--- config.mk ---
export PLATFORM = sky130hd
export DESIGN_NAME = demux12_2bits_fifo_flat
export DESIGN_NICKNAME = d
export VERILOG_FILES = /design/src/rtl/demux12_2bits_fifo_if.sv /design/src/rtl/demux12_2bits_fifo.sv /design/src/flat_wrapper.sv
export SDC_FILE = /design/constraint.sdc
export NUM_CORES = 1
export LEC_CHECK = 0
export ABC_AREA = 1
export CORE_AREA = 2 2 61 63
export DETAILED_ROUTE_END_ITERATION = 10
export DIE_AREA = 0 0 63 65
export GPL_TIMING_DRIVEN = 0
export PLACE_DENSITY = 0.82
export SLEW_MARGIN = 20
export SYNTH_ARGS = -nofsm -noshare
export SYNTH_HDL_FRONTEND = slang
export SYNTH_SLANG_ARGS = --single-unit
--- constraint.sdc ---
create_clock -name clk -period 5.4 [get_ports clk]
set_input_delay 1.08 -clock clk [delete_from_list [all_inputs] [get_ports clk]]
set_output_delay 1.08 -clock clk [all_outputs]
set_load 0.02 [all_outputs]
--- src/rtl/demux12_2bits_fifo_if.sv ---
// Upstream push handshake and per-lane drain signals
// for the 1:2 lane-splitting demux.
interface demux12_2bits_fifo_if #(
    parameter int DATA_W = 2,
    parameter int CNT_W  = 3
);
    logic [DATA_W-1:0] data_in;
    logic              valid_in;
    logic              selector;
    logic              ready_out;
    logic [DATA_W-1:0] data_out0;
    logic [DATA_W-1:0] data_out1;
    logic              valid_out0;
    logic              valid_out1;
    logic              pop0;
    logic              pop1;
    logic [CNT_W-1:0]  count0;
    logic [CNT_W-1:0]  count1;
    logic              err_underflow;

    modport master (
        output data_in, valid_in, selector,
        output pop0, pop1,
        input  ready_out,
        input  data_out0, data_out1,
        input  valid_out0, valid_out1,
        input  count0, count1,
        input  err_underflow
    );

    modport slave (
        input  data_in, valid_in, selector,
        input  pop0, pop1,
        output ready_out,
        output data_out0, data_out1,
        output valid_out0, valid_out1,
        output count0, count1,
        output err_underflow
    );
endinterface

--- src/rtl/demux12_2bits_fifo.sv ---
// Registered 1:2 demux: one valid/ready stream split
// into two independent show-ahead lane FIFOs.
module demux12_2bits_fifo #(
    parameter int DATA_W = 2,
    parameter int DEPTH  = 4,
    parameter int CNT_W  = 3
) (
    input  logic clk,
    input  logic reset,
    demux12_2bits_fifo_if.slave bus
);
    localparam int PTR_W = $clog2(DEPTH);

    logic [DATA_W-1:0] mem_q [2][DEPTH];
    logic [PTR_W-1:0]  wr_ptr_q [2];
    logic [PTR_W-1:0]  wr_ptr_d [2];
    logic [PTR_W-1:0]  rd_ptr_q [2];
    logic [PTR_W-1:0]  rd_ptr_d [2];
    logic [CNT_W-1:0]  cnt_q [2];
    logic [CNT_W-1:0]  cnt_d [2];
    logic              err_q;
    logic              err_d;

    logic [1:0] full;
    logic [1:0] empty;
    logic [1:0] sel_oh;
    logic [1:0] pop_req;
    logic [1:0] push_l;
    logic [1:0] pop_l;
    logic       push;

    always_comb begin
        for (int l = 0; l < 2; l++) begin
            full[l]  = (cnt_q[l] == CNT_W'(DEPTH));
            empty[l] = (cnt_q[l] == '0);
        end
    end

    assign sel_oh  = {bus.selector, ~bus.selector};
    assign pop_req = {bus.pop1, bus.pop0};

    // Readiness follows only the addressed lane's stored
    // occupancy, so a pop never opens room the same cycle.
    assign bus.ready_out = ~(bus.selector ? full[1] : full[0]);
    assign push          = bus.valid_in & bus.ready_out;
    assign push_l        = sel_oh & {2{push}};
    assign pop_l         = pop_req & ~empty;

    always_comb begin
        wr_ptr_d = wr_ptr_q;
        rd_ptr_d = rd_ptr_q;
        cnt_d    = cnt_q;
        err_d    = err_q | (|(pop_req & empty));
        for (int l = 0; l < 2; l++) begin
            if (push_l[l])
                wr_ptr_d[l] = wr_ptr_q[l] + PTR_W'(1);
            if (pop_l[l])
                rd_ptr_d[l] = rd_ptr_q[l] + PTR_W'(1);
            cnt_d[l] = cnt_q[l]
                     + CNT_W'(push_l[l])
                     - CNT_W'(pop_l[l]);
        end
    end

    always_ff @(posedge clk) begin
        if (reset) begin
            for (int l = 0; l < 2; l++) begin
                wr_ptr_q[l] <= '0;
                rd_ptr_q[l] <= '0;
                cnt_q[l]    <= '0;
            end
            err_q <= 1'b0;
        end else begin
            wr_ptr_q <= wr_ptr_d;
            rd_ptr_q <= rd_ptr_d;
            cnt_q    <= cnt_d;
            err_q    <= err_d;
        end
    end

    // Storage is left unreset; emptiness masks stale words.
    always_ff @(posedge clk) begin
        for (int l = 0; l < 2; l++) begin
            if (!reset && push_l[l])
                mem_q[l][wr_ptr_q[l]] <= bus.data_in;
        end
    end

    assign bus.valid_out0 = ~empty[0];
    assign bus.valid_out1 = ~empty[1];
    assign bus.data_out0  = empty[0] ? '0
                          : mem_q[0][rd_ptr_q[0]];
    assign bus.data_out1  = empty[1] ? '0
                          : mem_q[1][rd_ptr_q[1]];
    assign bus.count0     = cnt_q[0];
    assign bus.count1     = cnt_q[1];
    assign bus.err_underflow = err_q;
endmodule

--- src/flat_wrapper.sv ---
// flat-port wrapper written by rule: the top's interface ports become plain ports
module demux12_2bits_fifo_flat 
#(
    parameter int DATA_W = 2,
    parameter int DEPTH  = 4,
    parameter int CNT_W  = 3
)
  (clk, reset, bus_data_in, bus_valid_in, bus_selector, bus_pop0, bus_pop1, bus_ready_out, bus_data_out0, bus_data_out1, bus_valid_out0, bus_valid_out1, bus_count0, bus_count1, bus_err_underflow);
  demux12_2bits_fifo_if #(.DATA_W(DATA_W), .CNT_W(CNT_W)) bus_i ();
  input  logic clk;
  input  logic reset;
  input wire logic [$bits(bus_i.data_in)-1:0] bus_data_in;
  input wire logic [$bits(bus_i.valid_in)-1:0] bus_valid_in;
  input wire logic [$bits(bus_i.selector)-1:0] bus_selector;
  input wire logic [$bits(bus_i.pop0)-1:0] bus_pop0;
  input wire logic [$bits(bus_i.pop1)-1:0] bus_pop1;
  output wire logic [$bits(bus_i.ready_out)-1:0] bus_ready_out;
  output wire logic [$bits(bus_i.data_out0)-1:0] bus_data_out0;
  output wire logic [$bits(bus_i.data_out1)-1:0] bus_data_out1;
  output wire logic [$bits(bus_i.valid_out0)-1:0] bus_valid_out0;
  output wire logic [$bits(bus_i.valid_out1)-1:0] bus_valid_out1;
  output wire logic [$bits(bus_i.count0)-1:0] bus_count0;
  output wire logic [$bits(bus_i.count1)-1:0] bus_count1;
  output wire logic [$bits(bus_i.err_underflow)-1:0] bus_err_underflow;
  assign bus_i.data_in = bus_data_in;
  assign bus_i.valid_in = bus_valid_in;
  assign bus_i.selector = bus_selector;
  assign bus_i.pop0 = bus_pop0;
  assign bus_i.pop1 = bus_pop1;
  assign bus_ready_out = bus_i.ready_out;
  assign bus_data_out0 = bus_i.data_out0;
  assign bus_data_out1 = bus_i.data_out1;
  assign bus_valid_out0 = bus_i.valid_out0;
  assign bus_valid_out1 = bus_i.valid_out1;
  assign bus_count0 = bus_i.count0;
  assign bus_count1 = bus_i.count1;
  assign bus_err_underflow = bus_i.err_underflow;
  demux12_2bits_fifo #(.DATA_W(DATA_W), .DEPTH(DEPTH), .CNT_W(CNT_W)) u_core (.clk(clk), .reset(reset), .bus(bus_i));
endmodule
* After elaboration in Yosys (flattened, before gate mapping) *
Memory sizes are Yosys's and may differ from the RTL's.
Index checks and enable logic that the tools add are counted.

storage, ports and cells
  output and inout port bits = 14
  RAM bits = 16
  word-level logic and storage cells = 67
  bits in registers = 15
  memories = 1
  input port bits = 8

memory list
  name          depth  bits a word  rd ports  clocked after Yosys merged registers in  write ports  line                      RTL
  u_core.mem_q  2      8            2         0                                        1            demux12_2bits_fifo.sv:14  logic [DATA_W-1:0] mem_q [2][DEPTH];

operators by class
  add/sub/neg operators = 8
  equality and inequality tests = 2
  mux-type cells = 20
  reduce and logical (&&, ||, !) cells = 9
  magnitude comparators = 6
  bitwise logic cells = 14

operators with widths
  kind                 number
  $mux 8               4
  $mux 2               8
  $ge 3x3->1 const B   4
  $not 2->3            4
  $add 2x1->2 const B  4
  $bmux 2 s2           2
  $demux 2 s2          2
  $reduce_or 8->1      1
  $add 3x1->3          2
  $and 2x2->2          3
  $eq 3x3->1 const B   2
  $logic_not 3->1      2
  $lt 3x1->1 const B   2
  $sub 3x1->3          2
  $logic_and 1x1->1    4
  $mux 1               4
  $not 1->1            4
  $not 2->2            1
  $reduce_or 2->1      1
  $and 1x1->1          1
  $logic_not 1->1      1
  $or 1x1->1           1

* Depth between registers and ports, before layout *
Gate-level depths: netlist of the first run.

  depth after elaboration = 10
  gate-level depth with buffers = 11
  gate-level depth less buffers = 11

* Worst setup path after synthesis of the first run *
No wires, ideal clock.

  path type = in2out
  start point = in bus_selector
  end point = out bus_ready_out
  stages = 5
  path slack = 2881 ps
  data required time = 4320 ps
  arrival time = 1439 ps
  path buffers = 0
  cell sequence = nand2_1 -> inv_2 -> nand2_4 -> nand2_2 -> inv_1

on the way
  cells in the longest elaborated chain, start to end = 2

ends and longest elaborated chain
  what             line                      RTL
  start, declared  flat_wrapper.sv:14        input wire logic [$bits(bus_i.selector)-1:0] bus_selector;
  $mux 1           demux12_2bits_fifo.sv:44  assign bus.ready_out = ~(bus.selector ? full[1] : full[0]);
  $not 1->1        demux12_2bits_fifo.sv:44
  end, declared    flat_wrapper.sv:17        output wire logic [$bits(bus_i.ready_out)-1:0] bus_ready_out;

No other way between the ends.

* Worst setup path after layout of the first run *
Ends and elaborated chain as after synthesis.

==> results of run 1 <==
-- kinds of logic (layout without fill, tap and decap cells) --
family	count (synthesis)	count (layout)
flip-flops	31	31
AO/OA/AOI/OAI	24	24
adder cells (fa/ha/maj)	14	14
buffers and inverters	45	74
AND/OR/NAND/NOR	67	67
XOR/XNOR	2	2
-- worst max-delay path by stage --
| stage | slack, ns | from | endpoint | cells past startpoint |
|---|---|---|---|---|
| after CTS | 1.79 | bus_selector | bus_ready_out | 6 |
| after global routing | 1.69 | bus_selector | bus_ready_out | 7 |
| after floorplan | 2.88 | bus_selector | bus_ready_out | 5 |
| final | 1.79 | bus_selector | bus_ready_out | 7 |
| after global placement | 1.80 | bus_selector | bus_ready_out | 6 |
| after detailed placement | 1.80 | bus_selector | bus_ready_out | 7 |
-- synth_stat cells --
| cell | instances |
|---|---|
| a21oi_1 | 8 |
| buf_2 | 2 |
| buf_4 | 1 |
| dfxtp_1 | 15 |
| edfxtp_1 | 16 |
| fa_1 | 2 |
| ha_1 | 12 |
| inv_1 | 37 |
| inv_2 | 4 |
| inv_4 | 1 |
| nand2_1 | 11 |
| nand2_2 | 3 |
| nand2_4 | 5 |
| nand3_1 | 1 |
| nand4_2 | 1 |
| nand4_4 | 1 |
| nor2_1 | 31 |
| nor2_2 | 11 |
| nor2_4 | 1 |
| nor2_8 | 1 |
| nor3_2 | 1 |
| o21ai_0 | 12 |
| o21ai_1 | 4 |
| xnor2_1 | 2 |
-- per-layer routing --
layer	part of all wire, %	track usage, %
met3	5.8	5.90
met4	2.4	9.44
met5	0	0
met1	45	17.7
met2	47	23.8
-- power by group --
part	internal (mW)	switching [mW]
clock network	0.0488	0.0756
logic	0.197	0.269
registers	0.284	0.0365
-- cell type report --
cell class | instances | area [sq um] | area share [%]
buffer | 3 | 17.5 | 0.881
clock buffer | 6 | 41.3 | 2.08
clock inverter | 2 | 8.76 | 0.441
inverter | 42 | 160 | 8.06
multi-input combinational | 107 | 709 | 35.7
sequential | 31 | 781 | 39.3
tap | 48 | 60.1 | 3.02
timing repair buffer | 21 | 210 | 10.6
-- stage by stage --
step | utilization, % | area (sq um)
after floorplan | - | 1670
after global placement | 55.4 | 1940
after detailed placement | 55.4 | 1940
after CTS | 56.9 | 1990
after global routing | 56.9 | 1990
final | 56.9 | 1990
-- placed cells by master, fill, tap and decap left out --
| master | instances |
|---|---|
| buf_2 | 2 |
| nand2_1 | 11 |
| edfxtp_1 | 16 |
| inv_4 | 1 |
| nand2_4 | 5 |
| nand4_4 | 1 |
| fa_1 | 2 |
| clkinv_1 | 1 |
| nor2_4 | 1 |
| nand3_1 | 1 |
| nand2_2 | 3 |
| nor3_2 | 1 |
| clkbuf_4 | 5 |
| nor2_2 | 11 |
| a21oi_1 | 8 |
| nor2_8 | 1 |
| o21ai_1 | 4 |
| dfxtp_1 | 15 |
| clkdlybuf4s50_1 | 21 |
| xnor2_1 | 2 |
| nor2_1 | 31 |
| clkinv_2 | 1 |
| clkbuf_1 | 1 |
| ha_1 | 12 |
| inv_1 | 37 |
| o21ai_0 | 12 |
| buf_4 | 1 |
| nand4_2 | 1 |
| inv_2 | 4 |
-- worst max-delay path, cell delays in order --
cell	delay [ns]
clkdlybuf4s50_1	0.58
nand2_1	0.09
inv_2	0.07
nand2_4	0.06
nand2_2	0.08
inv_1	0.04
clkdlybuf4s50_1	0.52
-- state kept, by name, summed over array words and instances, names as in the netlist --
| signal | count |
|---|---|
| u_core.mem_q | 16 |
| u_core.rd_ptr_q | 4 |
| u_core.wr_ptr_q | 4 |
| u_core.bus.count0 | 3 |
| u_core.bus.count1 | 3 |
| u_core.bus.err_underflow | 1 |
==> summary.txt, run 1 <==
Hold Crit Depth: 2
Fin Hold WS: 0.485 ns
Reg-to-reg slack, setup: 3.31 ns
Total GRT Usage: 15.3%
Fin. max-slew vios: 0
RR Endpoint: u_core.bus.count1[2]
Final Power: 911 uW
Via Count: 1162
Synth Area in Simple Gates: 22.9%
Setup crit end kind: primary output
# Max-Cap Violations: 0
DRC Markers: 0
Die Wd: 63 um
Crit path DAT: 2.53 ns
RSZ-0062 raised after global routing: no
Main combinational cell family by area after synthesis: simple AND/OR/NAND/NOR gates
Xor/xnor share of the synthesized area: 1.05%
Worst-Skew Late Latency: 0.33 ns
Count of cell types in the netlist: 24
Clock Sinks: 31
Synth warnings: 0
Core area: 0.00350 sq mm
Hold_sp: u_core.bus.err_underflow
CTS-repair resized insts: 0
Area growth, synth to finish: 19.2%
Routed length per instance: 10.1 um
Synth Cell Area: 0.00167 sq mm
Post-Synth Adder-Cell Area: 11.4%
Layout Skew: 0.00861 ns
Synth Area in Compound Gates: 7.20%
Vias in the first global route: 1070
WP data required: 4.32 ns
Setup ws final: 1.79 ns
Setup TNS Final: 0 ns
1st-iter DRT viols: 47
Worst Hold Class: flip-flop to flip-flop
Max VDD drop: 307 uV
Final hold vios: 0
H-tree levels: 2
Cells after DPL: 252
Setup CP Type: input port to primary output
Multiplexer area fraction after synthesis: 0%
Fill count: 333
Initial Util: 47.7%
Synthesized Nets: 205
Final wirelength: 2.62 mm
Pwr per Cell Area: 458 mW/mm^2
Synth area leaders: edfxtp_1 (29%), dfxtp_1 (18%), ha_1 (9.0%), inv_1 (8.3%), nor2_1 (7.0%)
Sequential share of the synthesized area: 46.8%
Worst Reg-to-Reg Cells: 10
Max Fclk: 0.277 GHz
Synthesized flop and latch total: 31
Initial antenna violation count: 0
Clock-pin slew on the worst setup and hold paths: 0.09 ns
Largest net degree at the start of global routing: 11
Final Setup Violations: 0
Top cell type's share of synthesized area: 28.8%
Pleak: 0.876 nW
Postcts setup bufs: 0
# rows: 22
Remaining Overflow, GRT: 0
First-pass GRT wire length: 4.65 mm
Post-DRT Antenna Nets: 0
Worst R2R Start: u_core.bus.count1[1]
Hold EP: u_core.bus.err_underflow
Element type at the critical path start: input port
Die ar.: 0.00410 sq mm
Period utilization: 66.8%
Post-Layout Cell Count: 260
DP Worst Slack: 1.80 ns
Minimum clock period: 3.61 ns
CTS tree: yes
Slew HR: 72.0%
Synth Instances: 183
CTS Buf Count: 5
Post-CTS Hold Buffers: 0
Fin nets: 233
Crit-path max FO: 5
Vias per Instance: 4.47
CTS Buffer Depth: 2
Tightest Pin Transition: 0.417 ns
# port buffers: 21
I/O pin count: 22
Pre-Repair DR Iteration Count: 4
Clk Tree Root Cell: clkbuf_4
Post-DP HPWL: 2.00 mm
Die height: 65 um
Run status: completed
Share of post-route cells with drive strength above 1: 17.9%
Avg Cell Area, Syn: 9.11 sq um
Synth area leader: edfxtp_1
Antenna cells: 0
Routability Congestion: 0.763
Power figures use the tool's default switching activity.
==> run 2, diff against run 1 <==
==> constraint.sdc (replaced) <==
create_clock -name clk -period 3.7 [get_ports clk]
set_input_delay 0.74 -clock clk [delete_from_list [all_inputs] [get_ports clk]]
set_output_delay 0.74 -clock clk [all_outputs]
set_load 0.02 [all_outputs]
==> results of run 2 <==
Same layout as run 1 (identical final DEF). Status: completed.
Among the figures that moved: setup slack after placement 1.80 ns -> 0.783 ns; setup slack after layout 1.79 ns -> 0.775 ns; register-to-register setup slack 3.31 ns -> 1.61 ns; total power 0.911 mW -> 1.33 mW; worst IR drop on VDD 307 uV -> 448 uV
